## config.mk

```make
export PLATFORM = sky130hd
export DESIGN_NAME = bnn_seq_ctrl
export DESIGN_NICKNAME = d
export VERILOG_FILES = /design/src/rtl/bnn_seq_ctrl.sv
export SDC_FILE = /design/constraint.sdc
export NUM_CORES = 1
export LEC_CHECK = 0
export ABC_AREA = 1
export BUFFER_PORTS_ARGS = -buffer_cell sky130_fd_sc_hd__buf_2
export CORE_AREA = 10 10 94 96
export CTS_CLUSTER_DIAMETER = 50
export DETAILED_ROUTE_END_ITERATION = 8
export DIE_AREA = 0 0 104 106
export GPL_ROUTABILITY_DRIVEN = 0
export PLACE_DENSITY = 0.57
export SLEW_MARGIN = 20
export SYNTH_ARGS = -nofsm -noshare
export SYNTH_HDL_FRONTEND = slang
export SYNTH_SLANG_ARGS = --single-unit
```

## constraint.sdc

```tcl
create_clock -name clk -period 1.45 [get_ports clk]
set_input_delay 0 -clock clk [delete_from_list [all_inputs] [get_ports clk]]
set_output_delay 0 -clock clk [all_outputs]
set_load 0.05 [all_outputs]
```

## src/rtl/bnn_seq_ctrl.sv

```systemverilog
// bnn_seq_ctrl: frame sequencer for the BNN voice-activity datapath.
// Accepts a buffered MFCC frame, clears the MAC accumulators, steps the
// window index through NWIN windows, waits PIPE cycles for the scores to
// settle, compares the two class scores and holds the decision until the
// consumer takes it.
module bnn_seq_ctrl #(
  parameter int NWIN = 36,
  parameter int SW   = 10,
  parameter int PIPE = 1
) (
  input  logic          clk,
  input  logic          rst_n,
  input  logic          frm_valid,
  output logic          frm_ready,
  input  logic          abort,
  output logic [5:0]    win_idx,
  output logic          acc_clr,
  output logic          acc_en,
  input  logic [SW-1:0] score0,
  input  logic [SW-1:0] score1,
  output logic [1:0]    result,
  output logic          result_valid,
  input  logic          result_ready,
  output logic          busy,
  output logic [15:0]   frame_cnt
);

  typedef enum logic [2:0] {IDLE, CLEAR, RUN, DRAIN, CMP, HOLD} state_t;

  // Last count value in RUN and DRAIN; the DRAIN value is unused when PIPE=0.
  localparam logic [15:0] RUN_LAST = 16'(NWIN - 1);
  localparam logic [15:0] DRN_LAST = (PIPE > 0) ? 16'(PIPE - 1) : 16'd0;
  // With no datapath pipeline the scores are already settled after RUN.
  localparam state_t      POST_RUN = (PIPE > 0) ? DRAIN : CMP;

  state_t      state_q, state_d;
  logic [15:0] cnt_q, cnt_d;
  logic [1:0]  result_q, result_d;
  logic [15:0] frame_cnt_q, frame_cnt_d;

  // State, step counter, decision and delivered-frame count registers.
  always_ff @(posedge clk or negedge rst_n) begin
    if (!rst_n) begin
      state_q     <= IDLE;
      cnt_q       <= '0;
      result_q    <= 2'b00;
      frame_cnt_q <= '0;
    end else begin
      state_q     <= state_d;
      cnt_q       <= cnt_d;
      result_q    <= result_d;
      frame_cnt_q <= frame_cnt_d;
    end
  end

  // Next-state logic; the step counter is zero everywhere except while
  // stepping through RUN/DRAIN, so each phase starts counting from 0.
  always_comb begin
    state_d     = state_q;
    cnt_d       = '0;
    result_d    = result_q;
    frame_cnt_d = frame_cnt_q;
    case (state_q)
      IDLE:  if (frm_valid) state_d = CLEAR;
      CLEAR: state_d = RUN;
      RUN: begin
        if (cnt_q == RUN_LAST) state_d = POST_RUN;
        else                   cnt_d   = cnt_q + 16'd1;
      end
      DRAIN: begin
        if (cnt_q == DRN_LAST) state_d = CMP;
        else                   cnt_d   = cnt_q + 16'd1;
      end
      CMP: begin
        result_d = ($signed(score1) >= $signed(score0)) ? 2'b10 : 2'b01;
        state_d  = HOLD;
      end
      HOLD: begin
        if (result_ready) begin
          frame_cnt_d = frame_cnt_q + 16'd1;
          state_d     = IDLE;
        end
      end
      default: state_d = IDLE;
    endcase
    // Flush wins over everything, including a same-cycle handshake; the
    // previous decision and the count are left untouched.
    if (abort && state_q != IDLE) begin
      state_d     = IDLE;
      cnt_d       = '0;
      result_d    = result_q;
      frame_cnt_d = frame_cnt_q;
    end
  end

  // Outputs decode straight from the state so reset clears them at once.
  assign frm_ready    = (state_q == IDLE);
  assign acc_clr      = (state_q == CLEAR);
  assign acc_en       = (state_q == RUN);
  assign win_idx      = acc_en ? cnt_q[5:0] : 6'd0;
  assign result_valid = (state_q == HOLD);
  assign busy         = (state_q != IDLE);
  assign result       = result_q;
  assign frame_cnt    = frame_cnt_q;

endmodule

```

* After elaboration in Yosys (flattened, before gate mapping)
Index checks and enable logic that the tools add are counted.
** Storage, ports and cells
- Register bits :: 37
- Bits of input ports :: 25
** Cells by class
- Magnitude comparators :: 1
- Bitwise operators :: 1
- Equality and inequality tests :: 10
- Multiplexer cells :: 12
- Add/subtract/negate cells :: 2
- Reduce and logical (&&, ||, !) cells :: 7
** Operators by type and width (count)
- $mux 16 :: 3
- $add 16x1->16 const B :: 2
- $pmux 16 s2 :: 1
- $pmux 3 s6 :: 1
- $eq 16x6->1 const B :: 1
- $logic_not 16->1 :: 1
- $mux 3 :: 5
- $ge 10x10->1 :: 1
- $eq 3x2->1 const B :: 2
- $eq 3x3->1 const B :: 2
- $mux 6 :: 1
- $ne 3x1->1 const B :: 2
- $reduce_and 4->1 :: 1
- $eq 3x1->1 const B :: 1
- $logic_not 3->1 :: 1
- $ne 3x2->1 const B :: 1
- $ne 3x3->1 const B :: 1
- $reduce_and 3->1 :: 1
- $reduce_bool 3->1 :: 1
- $mux 2 :: 1
- $reduce_and 2->1 :: 1
- $logic_and 1x1->1 :: 1
- $not 1->1 :: 1

* Logic depth before layout (Yosys ltp)
Gate-level depths: netlist of run 1.
- Depth after elaboration :: 4
- Gate-level depth with buffers :: 12

* Worst setup path after synthesis of run 1
No wires, ideal clock.
- Kind :: reg2reg
- Start point :: reg state_q[0]
- End point :: reg state_q[1]
- Clock period less this slack :: 1.992 ns
- Library setup time :: 0.084 ns
- Data arrival time :: 1.909 ns
- Cell stages (with the launch flop) :: 5
- Data required time :: 1.366 ns
- Slack :: -0.542 ns
- Cells stage by stage :: dfrtp_1 > inv_1 > nor3_1 > o21ai_0 > o21ai_0
** Between the ends
- Elaborated cells between the ends (all ways) :: 15
- Those cells by class :: eq/ne (9); mux (2); reduce/logical (4)
** RTL lines
- from (decl) :: line 36 : state_t state_q, state_d;
- from (signal assigned) :: line 49 : state_q <= state_d;
- $eq 3x1->1
- named net acc_clr :: line 17 : output logic acc_clr,
- $pmux 3 s6 :: line 63 : case (state_q)
- $mux 3 :: line 88 : if (abort && state_q != IDLE) begin
The timed path passes the listed nets, and every way through them passes these cells.
A chain may end at the register's enable or synchronous reset.

* Final worst setup path of run 1
- Start point :: reg cnt_q[0]
- End point :: reg cnt_q[13]
** Between the ends
- Word-level cells in the longest chain between the ends :: 4
- Elaborated cells between the ends (all ways) :: 7
- Those cells by class :: add/sub (1); eq/ne (1); mux (4); reduce/logical (1)
** Ends and longest elaborated chain
- from (decl) :: line 37 : logic [15:0] cnt_q, cnt_d;
- from (signal assigned) :: line 50 : cnt_q <= cnt_d;
- $add 16x1->16, or another cell as far along :: line 68, 72
- $mux 16, on equally long branches :: line 71, 67
- $pmux 16 s2 (*) :: line 63
- $mux 16 (*) :: line 88
- named net cnt_d[13] :: line 37
Mark *: on every way through the listed nets, which the timed path passes. The rest lies on a longest branch.

==> out/metrics.yaml, run 1 <==
synth_async_sr_flop_share_pct: 100
finalNonFillerCells: 508
syn2layout_area_growth_pct: 45.8
place_hpwl_um: 4660
worstPathRequired_ns: 1.64
ir_worst_vdd_v: 0.00101
synthCells: 315
grt_pass1_wl_um: 9950
period_share_pct: 99.4
intPower_mw: 2.37
power_density_mw_per_mm2: 1230
die_h_um: 106
portBuffers: 53
worst_slew_pin_slew_ns: 0.489
final-setup-viol-count: 0
netlist_area_mm2: 0.00238
leakagePower_nw: 1.74
grt_pass1_vias: 2187
slew_violations: 0
row_count: 31
finalHoldViolations: 0
seqPwrFrac_pct: 29.8
nets: 446
finClkSkew_ns: 0.00419
routed_wl_um: 6180
comb_power_share_pct: 48.9
grt-ovfl-total: 0
critPathMaxFanout: 4
cp.arrival_ns: 1.63
yosysTopAreaCell: "dfrtp_1"
yosysSeqAreaShare_pct: 38.9
netSwitchingPower_mw: 1.88
drt_iter0_drc: 50
status: "finished, final reports clean"
ant_nets: 0
holdWs_ns: 0.0585
cpLargestDelayFamily: "simple AND/OR/NAND/NOR gates"
clock_latency_ns: 0.29
clkSinkCount: 37
n_antenna_cell: 0
yosysUniqueCellTypes: 29
fillCellCount: 698
grt_max_degree: 21
yosys-top-cells-count: "nand2_1 (70), inv_1 (50), nor2_1 (49), dfrtp_1 (37), nand3_1 (20)"
die-area_mm2: 0.0110
ys.flop_type: "dfrtp_1"
hold_path.class: "primary input to flop"
crit_chain: "inv_2, ha_4, nand3_2, nor2_2, nand2_1, nand2_2, nand2_4, buf_6, nand3_2, a21oi_2"
via_per_inst: 4.44
clkPwrFrac_pct: 21.3
fin_setup_tns_ns: 0
antenna_found_initial: 0
grtUsageTotal_pct: 10.8
drive_gt1_share_pct: 40.1
core_area_mm2: 0.00706
cp.buffers_inverters: 2
synth_area_per_cell_um2: 7.55
utilization_pct: 49.2
slowest_stage: "dfrtp_2"
initial_core_util_pct: 33.7
cts_tree: "done"
slew_headroom_pct: 67.4
start_kind: "flop"
synth-warning-count: 0
drc_errors: 0
ctsLongestPathBuffers: 2
wl_per_cell_um: 12.2
ys_top_cells_by_area: "dfrtp_1 (39%), nand2_1 (11%), inv_1 (7.9%), nor2_1 (7.7%), ha_1 (6.8%)"
vias: 2258
end_kind: "flop"
drv_cap: 0
yosys.area.top_type_share_pct: 38.9
clk_pin_slew_ns: 0.07
synth_edf_count: 0
rsz0062_at_grt: "true"
syn-num-nets: 353
cts-root-buf: "clkbuf_8"
yosysMostFrequentCell: "nand2_1"
firstDrtPassIters: 6
crit_top_cell: "nand3_2"
criticalPathCategory: "flop to flop"
total_power_mw: 4.25
ios: 54
swShare_pct: 44.3
max_freq_mhz: 694
cpPeakStageDelay_ns: 0.45
htreeDepth: 2
numPlacedInstances: 488
synth-seq-cells: 37
die_w_um: 104
min_period_ns: 1.44
cts_made_buffers: 5
==> path summary, 6_finish.rpt <==
kind	from	to	slack (ns)	cells past startpoint
max in group asynchronous	rst_n	cnt_q[15]$_DFF_PN0_	0.72	3
worst max register to register	cnt_q[0]$_DFF_PN0_	cnt_q[13]$_DFF_PN0_	0.009	10
worst min-delay path	result_ready	state_q[2]$_DFFE_PN0P_	0.06	4
min in group asynchronous	rst_n	cnt_q[2]$_DFF_PN0_	0.20	2
worst min register to register	cnt_q[15]$_DFF_PN0_	cnt_q[15]$_DFF_PN0_	0.48	1
worst max-delay path	cnt_q[0]$_DFF_PN0_	cnt_q[13]$_DFF_PN0_	0.009	10
==> through the flow <==
stage	setup slack [ns]	instance area (um^2)
3_3_place_gp	0.00759	3030
5_1_grt	-0.0748	3470
2_1_floorplan	-0.219	2490
6_report	0.00920	3470
3_5_place_dp	-0.0371	3030
4_1_cts	-0.0177	3220
==> placed cells by master (no fill, tap or decap), drive strengths merged <==
cell type    instances
nor3                12
xor2                10
nor2                55
buf                 84
dlygate4sd3          1
clkbuf               7
bufinv               1
nand3b               2
o21bai               1
ha                  13
or2                  2
nand3               22
dfrtp               37
clkinv               1
a21oi                5
nand4                8
inv                 52
o21ai                9
nand2               77
xnor2                9
o211ai               1
==> worst min-delay path, cell delays in order <==
cell,delay (ns)
buf_2,0.11
inv_1,0.04
nand2_1,0.11
nand2_1,0.06
==> cell type report <==
cell class	instances	area, um^2	area share [%]
clock inverters	2	38.8	1.12
multi-input cells	226	1490	42.9
well taps	99	124	3.57
repair buffers	86	589	17.0
clock buffers	6	72.6	2.09
flip-flops and latches	37	942	27.1
inverters	52	215	6.20
==> routing by layer <==
layer / share of wire, % / global-route usage, % / up-vias
met4: 1.8 / 4.27 / 0
li1: - / - / 1178
met5: 0 / 0 / -
met3: 5.0 / 2.96 / 14
met2: 50 / 18.7 / 52
met1: 43 / 12.4 / 1014
==> cell families after synthesis <==
family,Yosys count,share of synthesized area (%)
AO/OA/AOI/OAI,16,3.58
flip-flops,37,38.9
adder cells (fa/ha/maj),13,6.84
AND/OR/NAND/NOR,177,34.8
XOR/XNOR,19,6.99
buffers and inverters,53,8.89
==> power by group through the flow <==
stage	clock network, mW	logic [mW]	registers (mW)
6_report	0.906	2.08	1.27
3_3_place_gp	0	1.74	1.29
4_1_cts	0.927	1.83	1.26
3_5_place_dp	0	1.75	1.29
2_1_floorplan	0	0.996	1.56
5_1_grt	0.974	2.23	1.28
==> flip-flops by register name, indices dropped and copies added, names as in the netlist <==
register and cells:
cnt_q 16, frame_cnt 16, result 2, state_q 3
==> repair_timing <==
action,CTS,global route
gates resized for setup,19,48
pin swaps,0,15
setup buffers,1,9
hold buffers,1,0
endpoints found under the hold margin,18,0
gates cloned,0,1
endpoints found under the setup margin,13,31
Note: power is estimated with default switching activity, not from simulation.
==> inputs of run 2 (changes only) <==
==> constraint.sdc (replaced) <==
create_clock -name clk -period 1.45 [get_ports clk]
set_input_delay 0.145 -clock clk [delete_from_list [all_inputs] [get_ports clk]]
set_output_delay 0.145 -clock clk [all_outputs]
set_load 0.05 [all_outputs]
==> run 2 against run 1 <==
  * The run now ends with setup timing left
  * Core utilization increased by 2.3 points
  * Routed wire length rose by 2.9%
  * Clock power fell by 22%
  * Critical path depth down 3
  * First-iteration DRC count increased by 26%
  * Sequential power hardly changed
  * Flip-flop and latch count stayed put
  * Final cell count grew 1.4%
  * Non-clock buffer count increased by 7
  * Via count grew 3.1%
  * Critical endpoint is now win_idx[4]
  * Largest cell class unchanged
  * Largest power group unchanged
==> out/metrics.yaml, run 2 (synthesis gave the netlist of run 1 again) <==
status: "complete, but fails checks"
violations: "setup timing"
utilization_pct: 51.5  # +2.3 points
htreeDepth: 2  # unchanged
portBuffers: 53  # unchanged
die_h_um: 106  # unchanged
ir_worst_vdd_v: 0.000703  # -30%
hold_depth: 4  # unchanged
drc_errors: 0  # unchanged
cp.arrival_ns: 1.44  # -0.19 ns
vias: 2329  # +3.1%
cts_made_buffers: 5  # unchanged
nets: 453  # +1.6%
via_per_inst: 4.52  # +1.7%
die-area_mm2: 0.0110  # unchanged
n_antenna_cell: 0  # unchanged
grt_pass1_wl_um: 10600  # +6.9%
start_kind: "flop"
cts_tree: "done"
antenna_found_initial: 0  # unchanged
finalNonFillerCells: 515  # +1.4%
power_density_mw_per_mm2: 1210  # -1.3%
ios: 54  # unchanged
drv_cap: 0  # unchanged
end_kind: "output port"
final-setup-viol-count: 12  # +12
final_common_cell: "nand2_1"
worstPathRequired_ns: 1.31  # -0.33 ns
clock_latency_ns: 0.29  # about the same
period_share_pct: 109  # +9.8 points
grt-ovfl-total: 0  # unchanged
critPathMaxFanout: 6  # +2
syn2layout_area_growth_pct: 52.6
clkSinkCount: 37  # unchanged
clk_pin_slew_ns: 0.07  # about the same
finalHoldViolations: 0  # unchanged
row_count: 31  # unchanged
die_w_um: 104  # unchanged
ant_nets: 0  # unchanged
slew_violations: 0  # unchanged
core_area_mm2: 0.00706  # unchanged
place_hpwl_um: 4850  # +4.1%
finClkSkew_ns: 0.00480  # +0.000614 ns
initial_core_util_pct: 33.7  # unchanged
ctsLongestPathBuffers: 2  # unchanged
drive_gt1_share_pct: 44.7  # +4.6 points
setup_ws_ns: -0.133  # -0.142 ns
min_period_ns: 1.58  # +0.142 ns
routed_wl_um: 6370  # +2.9%
rsz0062_at_grt: "true"
worst_slew_pin_slew_ns: 0.507  # +0.0185 ns
slew_headroom_pct: 66.2  # -1.2 points
criticalPathCategory: "flop to output port"
final_cell_mix: "nand2_1 (66), inv_1 (45), buf_2 (42)"
drt_iter0_drc: 63  # +26%
numPlacedInstances: 494  # +1.2%
leakagePower_nw: 1.74  # about the same
grt_pass1_vias: 2369  # +8.3%
hold_path.class: "primary input to flop"
wl_per_cell_um: 12.4  # +1.5%
cts-root-buf: "clkbuf_8"
grtUsageTotal_pct: 11.4  # +0.64 points
rrSetupSlack_ns: -0.03  # -0.04 ns
grt_max_degree: 21  # unchanged
worstRegToRegCells: 10  # unchanged
firstDrtPassIters: 4  # -2
max_freq_mhz: 632  # -9.0%
==> run 2: cell count changes in the layout (fill, tap and decap cells not counted), sizes merged <==
cell / change
buf: +7
clkinvlp: +2
bufinv: -1
clkbuf: -1
clkinv: +1
inv: -1
==> run 2: area by class of cell <==
type,count,area (um^2)
Clock buffer,5,68.8
Clock inverter,3,17.5
Fill cell,701,3430
Inverter,52,211
Multi-Input combinational cell,226,1550
Sequential cell,37,943
Tap cell,99,124
Timing Repair Buffer,93,717
==> run 2: path summary, 6_finish.rpt <==
| kind | startpoint | to |
|---|---|---|
| hold reg to reg | cnt_q[15]$_DFF_PN0_ | cnt_q[15]$_DFF_PN0_ |
| hold / removal | result_ready | state_q[2]$_DFFE_PN0P_ |
| min in group asynchronous | rst_n | cnt_q[0]$_DFF_PN0_ |
| setup / recovery | state_q[2]$_DFFE_PN0P_ | win_idx[4] |
| max in group asynchronous | rst_n | frame_cnt[10]$_DFFE_PN0P_ |
| setup reg to reg | cnt_q[0]$_DFF_PN0_ | cnt_q[10]$_DFF_PN0_ |
==> run 2: metrics by stage <==
stage                     power (mW)  TNS (ns)  hold WS [ns]  area, um^2  setup WS [ns]
final                           4.39    -0.925         0.202        3630         -0.133
after global routing            4.68     -2.94         0.222        3630         -0.216
after CTS                       4.19    -0.912         0.203        3400         -0.149
after floorplan                 2.59     -4.03        -0.151        2530         -0.297
after detailed placement        3.11    -0.374         0.142        3130        -0.0806
after global placement          3.10   -0.0715         0.137        3130        -0.0360
==> run 2: critical path, cell delays in order (launching register included) <==
cell        delay, ns
dfrtp_1          0.41
inv_2            0.09
nand2_4          0.05
nor2_4           0.11
clkinvlp_4       0.11
buf_12           0.15
nor2_4           0.09
buf_8            0.15
==> run 2: repair_timing <==
action / in CTS / in global routing
hold endpoints to repair: 19 / 0
gates cloned: 1 / 0
resized for setup: 42 / 39
hold buffers: 1 / 0
setup endpoints to repair: 28 / 36
buffers inserted: 3 / 8
pin swaps: 5 / 15
==> run 2: layer usage <==
metal	GRT usage, %	vias to the layer above	share of wire [%]
li1	-	1186	-
met1	13.0	1097	43
met2	20.4	39	52
met3	3.32	7	4.2
met4	2.98	0	1.0
met5	0	-	0
==> run 2: report_power, final <==
group	internal (mW)	switching, mW	leakage [nW]
clock network	0.332	0.377	0.0439
logic	0.930	1.45	1.22
registers	1.16	0.143	0.474
